[config.mk]
export PLATFORM = sky130hd
export DESIGN_NAME = sar_comp_ctrl
export DESIGN_NICKNAME = d
export VERILOG_FILES = /design/src/rtl/sar_pkg.sv /design/src/rtl/sar_cmp_sync.sv /design/src/rtl/sar_comp_ctrl.sv
export SDC_FILE = /design/constraint.sdc
export NUM_CORES = 1
export LEC_CHECK = 0
export CORE_ASPECT_RATIO = 1.5
export CORE_MARGIN = 2
export CORE_UTILIZATION = 43
export CTS_BUF_LIST = sky130_fd_sc_hd__clkbuf_8
export DETAILED_ROUTE_END_ITERATION = 6
export PLACE_DENSITY = 0.66
export SYNTH_ARGS = -nofsm -noshare
export SYNTH_HDL_FRONTEND = slang
export SYNTH_HIERARCHICAL = 1
export SYNTH_SLANG_ARGS = --single-unit
[constraint.sdc]
create_clock -name clk -period 2.5 [get_ports clk]
set_clock_uncertainty 0.2 [all_clocks]
set_input_delay 0.5 -clock clk [delete_from_list [all_inputs] [get_ports clk]]
set_output_delay 0.5 -clock clk [all_outputs]
set_load 0.02 [all_outputs]
[src/rtl/sar_pkg.sv]
// Shared types and defaults for the SAR comparator controller.
// The state enum, default sizing and the comparator synchronizer depth live here.
package sar_pkg;

  typedef enum logic [2:0] {
    IDLE,
    SAMPLE,
    SETTLE,
    DECIDE,
    DONE
  } state_t;

  localparam int NBITS_DEF       = 8;
  localparam int SAMPLE_CYC_DEF  = 2;
  localparam int SETTLE_CYC_DEF  = 4;
  localparam int CMP_SYNC_STAGES = 2;

  function automatic int max2(input int a, input int b);
    return (a > b) ? a : b;
  endfunction

endpackage

[src/rtl/sar_cmp_sync.sv]
// Multi-flop synchronizer for the asynchronous latch-comparator decision.
// Only instantiated when SAR_CMP_SYNC_EN is defined.
module sar_cmp_sync
  import sar_pkg::*;
#(
  parameter int STAGES = CMP_SYNC_STAGES
) (
  input  logic clk,
  input  logic rst,
  input  logic d,
  output logic q
);

  logic [STAGES-1:0] sync_q;
  logic [STAGES-1:0] sync_d;

  always_comb begin
    sync_d = {sync_q[STAGES-2:0], d};
  end

  always_ff @(posedge clk or posedge rst) begin
    if (rst) begin
      sync_q <= '0;
    end else begin
      sync_q <= sync_d;
    end
  end

  assign q = sync_q[STAGES-1];

endmodule

[src/rtl/sar_comp_ctrl.sv]
// Successive-approximation controller driving the reference DAC and sampling the latch comparator.
// Optional macro SAR_CMP_SYNC_EN adds a synchronizer on cmp_in and stretches each settle window to match.
module sar_comp_ctrl
  import sar_pkg::*;
#(
  parameter int NBITS      = NBITS_DEF,
  parameter int SAMPLE_CYC = SAMPLE_CYC_DEF,
  parameter int SETTLE_CYC = SETTLE_CYC_DEF
) (
  input  logic             clk,
  input  logic             rst,
  input  logic             start,
  input  logic             abort,
  input  logic             cmp_in,
  output logic             sample,
  output logic [NBITS-1:0] dac_code,
  output logic             busy,
  output logic             done,
  output logic [NBITS-1:0] result
);

`ifdef SAR_CMP_SYNC_EN
  localparam int SETTLE_LEN = SETTLE_CYC + CMP_SYNC_STAGES;
`else
  localparam int SETTLE_LEN = SETTLE_CYC;
`endif

  localparam int CNT_W = $clog2(max2(SAMPLE_CYC, SETTLE_LEN)) + 1;
  localparam int BIT_W = (NBITS > 1) ? $clog2(NBITS) : 1;

  localparam logic [BIT_W-1:0] BIT_TOP     = BIT_W'(NBITS - 1);
  localparam logic [CNT_W-1:0] SAMPLE_LAST = CNT_W'(SAMPLE_CYC - 1);
  localparam logic [CNT_W-1:0] SETTLE_LAST = CNT_W'(SETTLE_LEN - 1);
  localparam logic [NBITS-1:0] MSB_TRIAL   = NBITS'(1) << (NBITS - 1);

  state_t             state_q, state_d;
  logic [CNT_W-1:0]   cnt_q, cnt_d;
  logic [BIT_W-1:0]   bit_q, bit_d;
  logic [BIT_W-1:0]   bit_m1;
  logic [NBITS-1:0]   code_q, code_d;
  logic [NBITS-1:0]   result_q, result_d;
  logic               cmp_dec;

`ifdef SAR_CMP_SYNC_EN
  sar_cmp_sync #(
    .STAGES(CMP_SYNC_STAGES)
  ) u_cmp_sync (
    .clk(clk),
    .rst(rst),
    .d  (cmp_in),
    .q  (cmp_dec)
  );
`else
  assign cmp_dec = cmp_in;
`endif

  assign bit_m1 = bit_q - BIT_W'(1);

  // Abort preempts every non-IDLE transition; in IDLE it only masks start.
  always_comb begin
    state_d  = state_q;
    cnt_d    = cnt_q;
    bit_d    = bit_q;
    code_d   = code_q;
    result_d = result_q;

    if (abort && (state_q != IDLE)) begin
      state_d = IDLE;
      cnt_d   = '0;
      bit_d   = BIT_TOP;
      code_d  = '0;
    end else begin
      case (state_q)
        IDLE: begin
          cnt_d  = '0;
          code_d = '0;
          if (start && !abort) begin
            state_d = SAMPLE;
          end
        end
        SAMPLE: begin
          if (cnt_q == SAMPLE_LAST) begin
            cnt_d   = '0;
            code_d  = MSB_TRIAL;
            state_d = SETTLE;
          end else begin
            cnt_d = cnt_q + CNT_W'(1);
          end
        end
        SETTLE: begin
          if (cnt_q == SETTLE_LAST) begin
            cnt_d   = '0;
            state_d = DECIDE;
          end else begin
            cnt_d = cnt_q + CNT_W'(1);
          end
        end
        DECIDE: begin
          code_d[bit_q] = code_q[bit_q] & cmp_dec;
          if (bit_q != '0) begin
            code_d[bit_m1] = 1'b1;
            bit_d          = bit_m1;
            state_d        = SETTLE;
          end else begin
            result_d = code_d;
            state_d  = DONE;
          end
        end
        DONE: begin
          state_d = IDLE;
          code_d  = '0;
          bit_d   = BIT_TOP;
        end
        default: begin
          state_d = IDLE;
          cnt_d   = '0;
          bit_d   = BIT_TOP;
          code_d  = '0;
        end
      endcase
    end
  end

  always_ff @(posedge clk or posedge rst) begin
    if (rst) begin
      state_q  <= IDLE;
      cnt_q    <= '0;
      bit_q    <= BIT_TOP;
      code_q   <= '0;
      result_q <= '0;
    end else begin
      state_q  <= state_d;
      cnt_q    <= cnt_d;
      bit_q    <= bit_d;
      code_q   <= code_d;
      result_q <= result_d;
    end
  end

  assign sample   = (state_q == SAMPLE);
  assign busy     = (state_q != IDLE);
  assign done     = (state_q == DONE);
  assign dac_code = code_q;
  assign result   = result_q;

endmodule
==> impl_metrics.csv <==
group,metric,value,unit
critical_path,crit_end,"busy",
critical_path,r2r-start,"bit_q[0]",
placement,gp_congestion,0.981,
global_routing,antenna_found_initial,0,
finish,fillers,341,
sta,finalHoldViolCount,0,
power_and_ir_drop,total_power,0.912,mW
logic_synthesis,ys_ff_latch,25,
finish,nNetsFinal,213,
logic_synthesis,synth_area_leaders,"dfrtp_1, o21ai_0, nand2_1",
route,post_drt_wl_per_cell,15.4,µm
finish,multi_input_area,838,µm²
placement,placed_cell_area,1840,µm²
route,ant_nets,0,
logic_synthesis,ys_types,40,
critical_path,regToRegSetupSlack,240,ps
sta,slew_headroom,60.8,%
route,firstDrtPassIters,4,
critical_path,crit_required,1800,ps
logic_synthesis,yosys.area.top_type_share,35.9,%
logic_synthesis,async_flop_share,100,%
floorplan,start_util,44.9,%
cts,clockBufferDepth,2,
route,route.detailed.drc,0,
cts,cts.sinks,25,
logic_synthesis,avgSynthCellArea,8.81,µm²
logic_synthesis,synth-seq-area-share,41.1,%
floorplan,dieHeight,77.1,µm
critical_path,cp_max_fo,12,
cts,cts-root-buf,"clkbuf_8",
cts,cts_tree,"done",
placement,dp_hpwl,2910,µm
cts,cts_hold_buf,0,
flow_run,cap_violations,0,
finish,syn_to_final_growth,24.1,%
sta,holdWs,286,ps
route,drt_iter0_drc,31,
sta,post-route-period-util,96.2,%
logic_synthesis,synth-edff-count,0,
power_and_ir_drop,p_leak,0.798,nW
critical_path,endpoint_kind,"primary output",
logic_synthesis,synthCells,174,
logic_synthesis,ys.flop_type,"dfrtp_1",
critical_path,crit_arrival,1710,ps
global_routing,grt_pass1_wl,6490,µm
cts,postCtsSetupRepairBufs,0,
critical_path,startpoint,"state_q[2]",
floorplan,die_area,4070,µm²
global_routing,grt_usage,20.8,%
sta,fin_tns_setup,0,ps
global_routing,first_global_vias,1395,
finish,design_area,1900,µm²
route,via_per_inst,5.59,
floorplan,io-pin-count,24,
finish,layout-drive-gt1-share,13.9,%
cts,clk_latency,260,ps
route,vias,1358,
power_and_ir_drop,peakVddDrop,0.272,mV
logic_synthesis,synth.net_count,185,
sta,drv_slew,0,
route,wl,3740,µm
logic_synthesis,yosys_warnings,6,
critical_path,r2r_cells,7,
sta,worst_pin_slew,588,ps
worst_hold_path,hp-class,"flip-flop to flip-flop",
critical_path,rr_endpoint,"dac_code[3]",
sta,max_freq,0.416,GHz
sta,setup_viol,0,
finish,regArea,634,µm²
floorplan,fp-row-count,26,
finish,n_antenna_cell,0,
power_and_ir_drop,powerDensity,479,nW/µm²
global_routing,overflow,0,
global_routing,grt_start_max_net_pins,18,
cts,cts.clk_slew.worst_paths,90,ps
logic_synthesis,syn_area,1530,µm²
cts,htree_levels,1,
sta,min_period,2410,ps
worst_hold_path,whs_path_depth,2,
cts,numCtsBuffers,3,
critical_path,worstSetupStartpointType,"flip-flop",
floorplan,die_w,52.7,µm
status,outcome,"finished, final reports clean",
placement,portBuffers,23,
critical_path,crit_type,"flip-flop to primary output",
floorplan,core,3420,µm²
sta,rsz0062_at_grt,"no",
logic_synthesis,netlist.top_cell.by_area,"dfrtp_1",
[area by class of cell]
type / count / area share [%]
Multi-Input combinational cell: 132 / 44.1
Clock inverter: 1 / 0.197
Sequential cell: 25 / 33.4
Timing Repair Buffer: 33 / 16.1
Inverter: 7 / 1.38
Tap cell: 42 / 2.76
Clock buffer: 3 / 2.17
[power by group]
part | switching (mW) | internal, mW
Sequential | 0.0349 | 0.426
Combinational | 0.121 | 0.0948
Clock | 0.125 | 0.110
[cell usage in the layout (no fill, tap or decap), types with 3 or more instances in the layout]
master / count
buf_4: 10
ha_1: 6
a22oi_1: 3
nand3b_1: 3
nand3_1: 6
mux2i_1: 5
dfrtp_1: 21
nand2b_1: 5
or3_1: 4
nor2_1: 7
clkbuf_8: 3
o21ai_0: 24
nand2_1: 26
inv_1: 8
a21oi_1: 12
clkdlybuf4s50_1: 23
[cells in the mapped netlist (2+ instances only)]
cell type,number
nand2b_1,5
dfrtp_1,22
o211ai_1,2
clkbuf_1,7
nor4_1,2
ha_1,6
nand3b_1,3
inv_1,7
mux2i_1,5
nor3b_1,2
nor3_1,2
o21ai_0,24
a22oi_1,3
nand3_1,6
nor2b_1,2
dfstp_2,3
a21oi_1,13
or3_1,4
nand2_1,26
o311ai_2,2
and3_1,2
or3b_2,2
nor2_1,7
[logic make-up (layout without fill, tap and decap cells)]
logic type / Yosys count / after routing / share of synthesized area, %
buffers and inverters: 17 / 44 / 4.82
and+or+nand+nor: 67 / 67 / 22.9
DFF: 25 / 25 / 41.1
adders and majority gates: 6 / 6 / 4.90
muxes: 6 / 6 / 4.73
AOI/OAI and AO/OA: 53 / 53 / 21.6
[worst max-delay path, cell delays in order (launching register included)]
cell             delay, ps
dfrtp_2                500
or3_1                  390
clkdlybuf4s50_1        550
[metrics by stage]
| stage | instances | worst slack [ps] | utilization, % |
|---|---|---|---|
| global route | 243 | 20.8 | 55.7 |
| CTS | 243 | 75.0 | 55.5 |
| detailed placement | 239 | 172 | 54.0 |
| global placement | 239 | 219 | 54.0 |
| finish | 243 | 94.6 | 55.7 |
| floorplan | 174 | 494 | - |
[sequential cells by signal, indices dropped and copies added, names as in the netlist]
signal	count
result	8
state_q	3
cnt_q	3
bit_q	3
dac_code	8
[worst min path at each step]
| stage | start | to | slack, ps |
|---|---|---|---|
| 3_5_place_dp | result[4] | result[4] | 270 |
| 2_1_floorplan | cnt_q[1] | cnt_q[1] | 280 |
| 3_3_place_gp | result[5] | result[5] | 260 |
| 4_1_cts | result[4] | result[4] | 300 |
| 5_1_grt | result[6] | result[6] | 320 |
| 6_report | result[5] | result[5] | 290 |
[routing by layer]
layer	global-route usage (%)	part of all wire [%]	up-vias
met4	8.97	2.5	0
met3	2.53	2.2	10
met2	37.3	54	31
met1	23.7	41	639
met5	0	0	-
li1	-	-	678
[timing repair]
action | CTS | global route
gates resized for setup | 2 | 2
hold endpoints to repair | 0 | 0
endpoints found under the setup margin | 1 | 2
No activity file was read; power rests on OpenSTA's default activity.
